$ cat config.mk
export PLATFORM = sky130hd
export DESIGN_NAME = core_mem_arbiter
export DESIGN_NICKNAME = d
export VERILOG_FILES = /design/src/rtl/core_mem_arbiter_pkg.sv /design/src/rtl/core_mem_arbiter.sv
export SDC_FILE = /design/constraint.sdc
export NUM_CORES = 1
export LEC_CHECK = 0
export BUFFER_PORTS_ARGS = -buffer_cell sky130_fd_sc_hd__buf_4
export CAP_MARGIN = 20
export CORE_AREA = 3 3 208 210
export DETAILED_ROUTE_END_ITERATION = 12
export DIE_AREA = 0 0 211 213
export PLACE_DENSITY = 0.5
export RECOVER_POWER = 50
export SYNTH_ARGS = -nofsm -noshare
export SYNTH_HDL_FRONTEND = slang
export SYNTH_SLANG_ARGS = --single-unit
$ cat constraint.sdc
create_clock -name g_clk -period 2.2 [get_ports g_clk]
set_input_delay 0.44 -clock g_clk [delete_from_list [all_inputs] [get_ports g_clk]]
set_output_delay 0.44 -clock g_clk [all_outputs]
set_load 0.03 [all_outputs]
$ cat src/rtl/core_mem_arbiter_pkg.sv
// core_mem_arbiter_pkg: shared memory-bus widths, arbiter FSM states and port-select encoding
// Imported by the arbiter and by the fetch and exec stages that talk to it.
package core_mem_arbiter_pkg;
   localparam int unsigned MEM_ADDR_R = 64;
   localparam int unsigned MEM_DATA_R = 64;
   typedef enum logic [1:0] {
      ST_IDLE   = 2'd0,
      ST_BUSY_I = 2'd1,
      ST_BUSY_D = 2'd2,
      ST_DRAIN  = 2'd3
   } arb_state_t;
   typedef enum logic {
      SEL_I = 1'b0,
      SEL_D = 1'b1
   } port_sel_t;
endpackage

$ cat src/rtl/core_mem_arbiter.sv
// core_mem_arbiter: shares one memory bus between fetch (I) and load/store (D), D-priority with bounded I starvation
// Ports: g_clk/g_resetn (sync, active-low); imem_* fetch read port; dmem_* LSU port;
//        mem_* shared bus (response valid in the mem_gnt cycle); *_rdata wired straight from mem_rdata.
module core_mem_arbiter
   import core_mem_arbiter_pkg::*;
#(
   parameter int unsigned STARVE_MAX = 3,
   parameter int unsigned MEM_ADDR_W = MEM_ADDR_R,
   parameter int unsigned MEM_DATA_W = MEM_DATA_R
) (
   input  logic                    g_clk,
   input  logic                    g_resetn,
   input  logic                    imem_req,
   input  logic [MEM_ADDR_W-1:0]   imem_addr,
   output logic                    imem_gnt,
   output logic                    imem_err,
   output logic [MEM_DATA_W-1:0]   imem_rdata,
   input  logic                    dmem_req,
   input  logic [MEM_ADDR_W-1:0]   dmem_addr,
   input  logic                    dmem_wen,
   input  logic [MEM_DATA_W/8-1:0] dmem_strb,
   input  logic [MEM_DATA_W-1:0]   dmem_wdata,
   output logic                    dmem_gnt,
   output logic                    dmem_err,
   output logic [MEM_DATA_W-1:0]   dmem_rdata,
   output logic                    mem_req,
   output logic [MEM_ADDR_W-1:0]   mem_addr,
   output logic                    mem_wen,
   output logic [MEM_DATA_W/8-1:0] mem_strb,
   output logic [MEM_DATA_W-1:0]   mem_wdata,
   input  logic                    mem_gnt,
   input  logic                    mem_err,
   input  logic [MEM_DATA_W-1:0]   mem_rdata
);
   localparam int unsigned SW = MEM_DATA_W / 8;
   localparam int unsigned CW = (STARVE_MAX > 0) ? $clog2(STARVE_MAX + 1) : 1;
   arb_state_t            state;
   logic [CW-1:0]         starve_cnt;
   logic [MEM_ADDR_W-1:0] hold_addr;
   logic                  hold_wen;
   logic [SW-1:0]         hold_strb;
   logic [MEM_DATA_W-1:0] hold_wdata;
   port_sel_t             sel;
   logic                  idle, any_req, starved, own_i, own_d;
   assign imem_rdata = mem_rdata;
   assign dmem_rdata = mem_rdata;
   // Once locked, the bus is driven from the hold register so requester changes cannot leak out.
   always_comb begin
      idle      = state == ST_IDLE;
      any_req   = imem_req | dmem_req;
      starved   = starve_cnt == CW'(STARVE_MAX);
      sel       = (dmem_req && !(starved && imem_req)) ? SEL_D : SEL_I;
      own_i     = idle ? (imem_req && sel == SEL_I) : state == ST_BUSY_I;
      own_d     = idle ? (dmem_req && sel == SEL_D) : state == ST_BUSY_D;
      mem_req   = g_resetn && (idle ? any_req : 1'b1);
      mem_addr  = !idle ? hold_addr  : sel == SEL_D ? dmem_addr  : imem_addr;
      mem_wen   = !idle ? hold_wen   : sel == SEL_D && dmem_wen;
      mem_strb  = !idle ? hold_strb  : sel == SEL_D ? dmem_strb  : '1;
      mem_wdata = !idle ? hold_wdata : sel == SEL_D ? dmem_wdata : '0;
      imem_gnt  = g_resetn && own_i && mem_gnt;
      dmem_gnt  = g_resetn && own_d && mem_gnt;
      imem_err  = imem_gnt && mem_err;
      dmem_err  = dmem_gnt && mem_err;
   end
   always_ff @(posedge g_clk) begin
      if (!g_resetn) begin
         state      <= ST_IDLE;
         starve_cnt <= '0;
         hold_addr  <= '0;
         hold_wen   <= 1'b0;
         hold_strb  <= '0;
         hold_wdata <= '0;
      end else begin
         if (idle && any_req) begin
            hold_addr  <= mem_addr;
            hold_wen   <= mem_wen;
            hold_strb  <= mem_strb;
            hold_wdata <= mem_wdata;
         end
         // Drained responses are not grants, so they leave the counter alone.
         if (imem_gnt)
            starve_cnt <= '0;
         else if (dmem_gnt)
            starve_cnt <= !imem_req ? '0 : starved ? starve_cnt : starve_cnt + 1'b1;
         case (state)
            ST_IDLE:   if (any_req && !mem_gnt) state <= (sel == SEL_D) ? ST_BUSY_D : ST_BUSY_I;
            ST_BUSY_I: if (mem_gnt) state <= ST_IDLE; else if (!imem_req) state <= ST_DRAIN;
            ST_BUSY_D: if (mem_gnt) state <= ST_IDLE; else if (!dmem_req) state <= ST_DRAIN;
            ST_DRAIN:  if (mem_gnt) state <= ST_IDLE;
            default:   state <= ST_IDLE;
         endcase
      end
   end
endmodule

---- Yosys cells after proc, flatten, opt, wreduce, memory -nomap -nowiden ----
Cells that the tools add are included.
storage, ports and cells
  bits in registers ....................... 141
  input bits .............................. 271
  output and inout port bits .............. 270
  word-level logic and storage cells ...... 60
cells by class
  add/sub/neg operators ................... 1
  equal/unequal tests ..................... 9
  mux-type cells .......................... 21
  bitwise operators ....................... 3
  reduce and logical (&&, ||, !) cells .... 20
operator list
  cell                   number
  $mux W64               4
  $mux W2                9
  $mux W8                2
  $logic_and A1 B1 Y1    14
  $pmux W2 S4            1
  $eq A2 B2 Y1 const B   3
  $ne A3 B3 Y1 const B   2
  $mux W1                5
  $ne A2 B2 Y1 const B   2
  $reduce_and A4 Y1      1
  $add A2 B1 Y2 const B  1
  $eq A2 B1 Y1 const B   1
  $logic_not A1 Y1       2
  $logic_not A2 Y1       1
  $ne A2 B1 Y1 const B   1
  $not A1 Y1             2
  $reduce_and A2 Y1      1
  $reduce_or A2 Y1       1
  $or A1 B1 Y1           1

---- Longest topological paths before layout ----
  depth in word-level cells ............... 11
  mapped depth ............................ 8
  mapped depth without buffers ............ 6

---- Worst setup path before layout ----
Ideal clock, no wire load.
  kind .................................... register to output
  start point ............................. register state[0]
  end point ............................... output mem_wdata[0]
  arrival ................................. 1.888 ns
  path slack .............................. -0.128 ns
  stages on the path, launching flop included .. 7
  buffers on the path ..................... 3
  cell sequence ........................... dfxtp_1 > inv_1 > ha_1 > buf_2 > clkbuf_1 > clkbuf_1 > o21ai_0
between the ends
  longest elaborated chain between the ends .. 2
ends and longest elaborated chain
  element                 line                    text
  start, declared         core_mem_arbiter.sv:37  arb_state_t state;
  start signal, assigned  core_mem_arbiter.sv:86  ST_IDLE: if (any_req && !mem_gnt) state <= (sel == SEL_D) ? ST_BUSY_D : ST_BUSY_I;
  $logic_not A2 Y1        core_mem_arbiter.sv:49  idle = state == ST_IDLE;
  $mux W64                core_mem_arbiter.sv:59  mem_wdata = !idle ? hold_wdata : sel == SEL_D ? dmem_wdata : '0;
  end, declared           core_mem_arbiter.sv:30  output logic [MEM_DATA_W-1:0] mem_wdata,
Every way passes these cells.

---- Final worst setup path ----
  start point ............................. register starve_cnt[1]
  end point ............................... output mem_addr[6]
between the ends
  longest elaborated chain between the ends .. 7
ends and longest elaborated chain
  element                 line                    text
  start, declared         core_mem_arbiter.sv:38  logic [CW-1:0] starve_cnt;
  start signal, assigned  core_mem_arbiter.sv:84  starve_cnt <= !imem_req ? '0 : starved ? starve_cnt : starve_cnt + 1'b1;
  $eq A2 B2 Y1            core_mem_arbiter.sv:51  starved = starve_cnt == CW'(STARVE_MAX);
  $logic_and A1 B1 Y1     core_mem_arbiter.sv:52  sel = (dmem_req && !(starved && imem_req)) ? SEL_D : SEL_I;
  $logic_not A1 Y1        core_mem_arbiter.sv:52
  $logic_and A1 B1 Y1     core_mem_arbiter.sv:52
  $mux W1                 core_mem_arbiter.sv:52
  $mux W64 (2 in series)  core_mem_arbiter.sv:56  mem_addr = !idle ? hold_addr : sel == SEL_D ? dmem_addr : imem_addr;
  end, declared           core_mem_arbiter.sv:27  output logic [MEM_ADDR_W-1:0] mem_addr,
Every way passes these cells.

==> flow_summary.json <==
{
  "die_y_um": 213,
  "fin_area_um2": 14300,
  "syn2layout_area_growth_pct": 73.4,
  "cts_made_buffers": 17,
  "drt_iter0_markers": 272,
  "path_cells": "ha_4 -> a21boi_4 -> buf_12 -> buf_16 -> buf_16 -> mux2i_2 -> a21oi_2 -> buf_4",
  "cts_tree": "yes",
  "wl_per_cell_um": 18.0,
  "numClockSinks": 141,
  "hpwlAfterDp_um": 24200,
  "synthCells": 1053,
  "regToRegSetupSlack_ns": 0.13,
  "finalSetupViolations": 140,
  "power_frac_seq_pct": 20.1,
  "cts_max_path_buffers": 2,
  "cp-start-kind": "register",
  "antenna_found_initial": 2,
  "tightestPinTransition_ns": 0.838,
  "finalPower_mw": 17.1,
  "final_cells": 1923,
  "io_buffers": 348,
  "yosys_register_bits": 141,
  "synth-async-reset-ratio_pct": 0,
  "clk_pin_slew_ns": 0.06,
  "ys_seq_area_share_pct": 34.3,
  "globalplace.congestion": 0.766,
  "slew_headroom_pct": 44.2,
  "dr_total_vias": 8331,
  "seq_area_um2": 2830,
  "layout-drive-gt1-share_pct": 54.6,
  "yosysWarnings": 0,
  "min-delay-start": "dmem_wdata[20]",
  "final_cell_mix": "buf_4, nand2_1, dfxtp_1",
  "crit_cells": 8,
  "power_density_nw_per_um2": 1200,
  "hold_viol": 0,
  "holdPathEnd": "hold_wdata[20]",
  "hp-class": "in2reg",
  "reg2reg_to": "hold_wdata[21]",
  "ant_nets": 0,
  "post-place-ws_ns": -0.194,
  "p_sw_mw": 7.66,
  "track_usage_pct": 14.4,
  "setup_ws_ns": -0.442,
  "final_util_pct": 34.2,
  "multi_input_area_um2": 5280,
  "dp.cells": 1835,
  "ctsHtreeMaxLevel": 4,
  "grt_overflow": 0,
  "grt_pass1_vias": 8347,
  "fin_hold_ws_ns": 0.276,
  "start_util_pct": 19.7,
  "internal-power_mw": 9.43,
  "crit_buf_inv": 4,
  "clkLatencyLatePin_ns": 0.45,
  "failed_checks": "setup timing",
  "fmax_ghz": 0.378,
  "routed_wl_um": 34500,
  "fin_skew_ns": 0.0138,
  "root_buffer": "clkbuf_16",
  "post_drt_via_cell_ratio": 4.33,
  "crit_required_ns": 1.76,
  "antenna_cells": 0,
  "first_pass_iters": 6,
  "status": "finished with violations",
  "place_area_um2": 11400,
  "syn-num-nets": 1330,
  "tns_ns": -45.36,
  "ys.flop_type": "dfxtp_1",
  "worstPathArrival_ns": 2.20,
  "hold_path_depth": 3,
  "crit_family": "buffers and inverters",
  "worstReg2RegStart": "state[0]",
  "grt_setup_unrepaired": "yes",
  "row_count": 75,
  "crit_top_cell": "buf_16",
  "fin_crit_sh_pct": 120,
  "layout.nets": 1649,
  "maxCapViolCount": 0,
  "die_area_um2": 44900,
  "synth_edf_count": 0,
  "combinationalPowerShare_pct": 61.8,
  "drc_errors": 0,
  "grt_max_degree": 142,
  "max_stage_delay_ns": 0.34,
  "period_minus_slack_ns": 2.64,
  "p_sw_share_pct": 44.8,
  "grt_pass1_wl_um": 49000,
  "die_w_um": 211,
  "drv_slew": 0,
  "fillers": 4255,
  "ir_worst_vdd_mv": 0.690,
  "crit_type": "reg2out",
  "io_pins": 541,
  "p_clk_share_pct": 18.2,
  "endpoint_kind": "output pin",
  "core_um2": 41800,
  "syn_area_um2": 8230,
  "crit_path_top_delay_cell": "dfxtp_2",
  "avgSynthCellArea_um2": 7.81,
  "ff2ff_path_depth": 7,
  "synthDistinctLibCells": 29,
  "leakagePower_nw": 6.54,
  "layout_commonest_cell": "buf_4",
  "cp_max_fo": 8
}
worst max path at each step:
| stage | slack [ns] | end | startpoint |
|---|---|---|---|
| 5_1_grt | -0.52 | mem_addr[6] | starve_cnt[1] |
| 3_3_place_gp | -0.17 | mem_addr[36] | imem_req |
| 2_1_floorplan | -0.13 | mem_wdata[0] | state[0] |
| 3_5_place_dp | -0.19 | mem_addr[36] | imem_req |
| 4_1_cts | -0.50 | mem_wen | starve_cnt[0] |
| 6_report | -0.44 | mem_addr[6] | starve_cnt[1] |
cell families (layout without fill, tap and decap cells):
logic type / after synthesis / after routing / synth area share, %
and+or+nand+nor: 276 / 276 / 13.0
AOI/OAI and AO/OA: 291 / 291 / 24.9
muxes: 65 / 65 / 7.91
DFF: 141 / 141 / 34.3
buffers and inverters: 274 / 605 / 19.0
adders and majority gates: 6 / 6 / 0.913
metal layers:
metal	track usage (%)	wire length, um
met3	5.14	2730
met2	25.6	17600
met1	14.9	12600
met4	7.69	1550
met5	0.323	36
cell type report:
type / instances / share of cell area, %
Inverter: 69 / 1.85
Tap cell: 539 / 4.73
Clock buffer: 19 / 3.17
Clock inverter: 12 / 1.18
Multi-Input combinational cell: 638 / 37.0
Timing Repair Buffer: 505 / 32.2
Sequential cell: 141 / 19.9
tightest hold or removal path, delay by kind of cell:
kind	cells	cell delay (ns)
buf+inv	1	0.11
simple gates	1	0.06
compound gates	1	0.07
state kept, by name (all words and copies together) (netlist names):
| register | count |
|---|---|
| hold_wdata | 64 |
| hold_strb | 8 |
| state | 2 |
| hold_wen | 1 |
| hold_addr | 64 |
| starve_cnt | 2 |
cell usage after synthesis (6+ instances only):
master | count | area share, %
clkbuf_1 | 48 | 2.2
buf_2 | 17 | 1.0
buf_4 | 130 | 12
nor2_1 | 67 | 3.1
a21oi_1 | 67 | 4.1
dfxtp_1 | 141 | 34
buf_1 | 7 | 0.32
mux2i_1 | 65 | 7.9
o221a_2 | 8 | 1.1
o22a_1 | 8 | 0.85
o211a_1 | 65 | 7.9
inv_1 | 69 | 3.1
o21ai_0 | 70 | 4.3
a21boi_0 | 66 | 6.0
nand2_1 | 198 | 9.0
ha_1 | 6 | 0.91
power by group through the flow:
stage	sequential, mW	combinational (mW)	clock (mW)
3_5_place_dp	3.46	8.95	0
5_1_grt	3.50	11.2	3.32
3_3_place_gp	3.44	8.97	0
6_report	3.43	10.6	3.11
4_1_cts	3.41	10.0	3.24
2_1_floorplan	3.40	5.83	0
timing repair:
item                                    CTS  global route
gates cloned                              6             2
endpoints found under the setup margin  142           142
gates resized for setup                 247           161
buffers inserted                         33            21
pin swaps                                30            36
hold buffers                              0             0
Power figures use the tool's default switching activity.
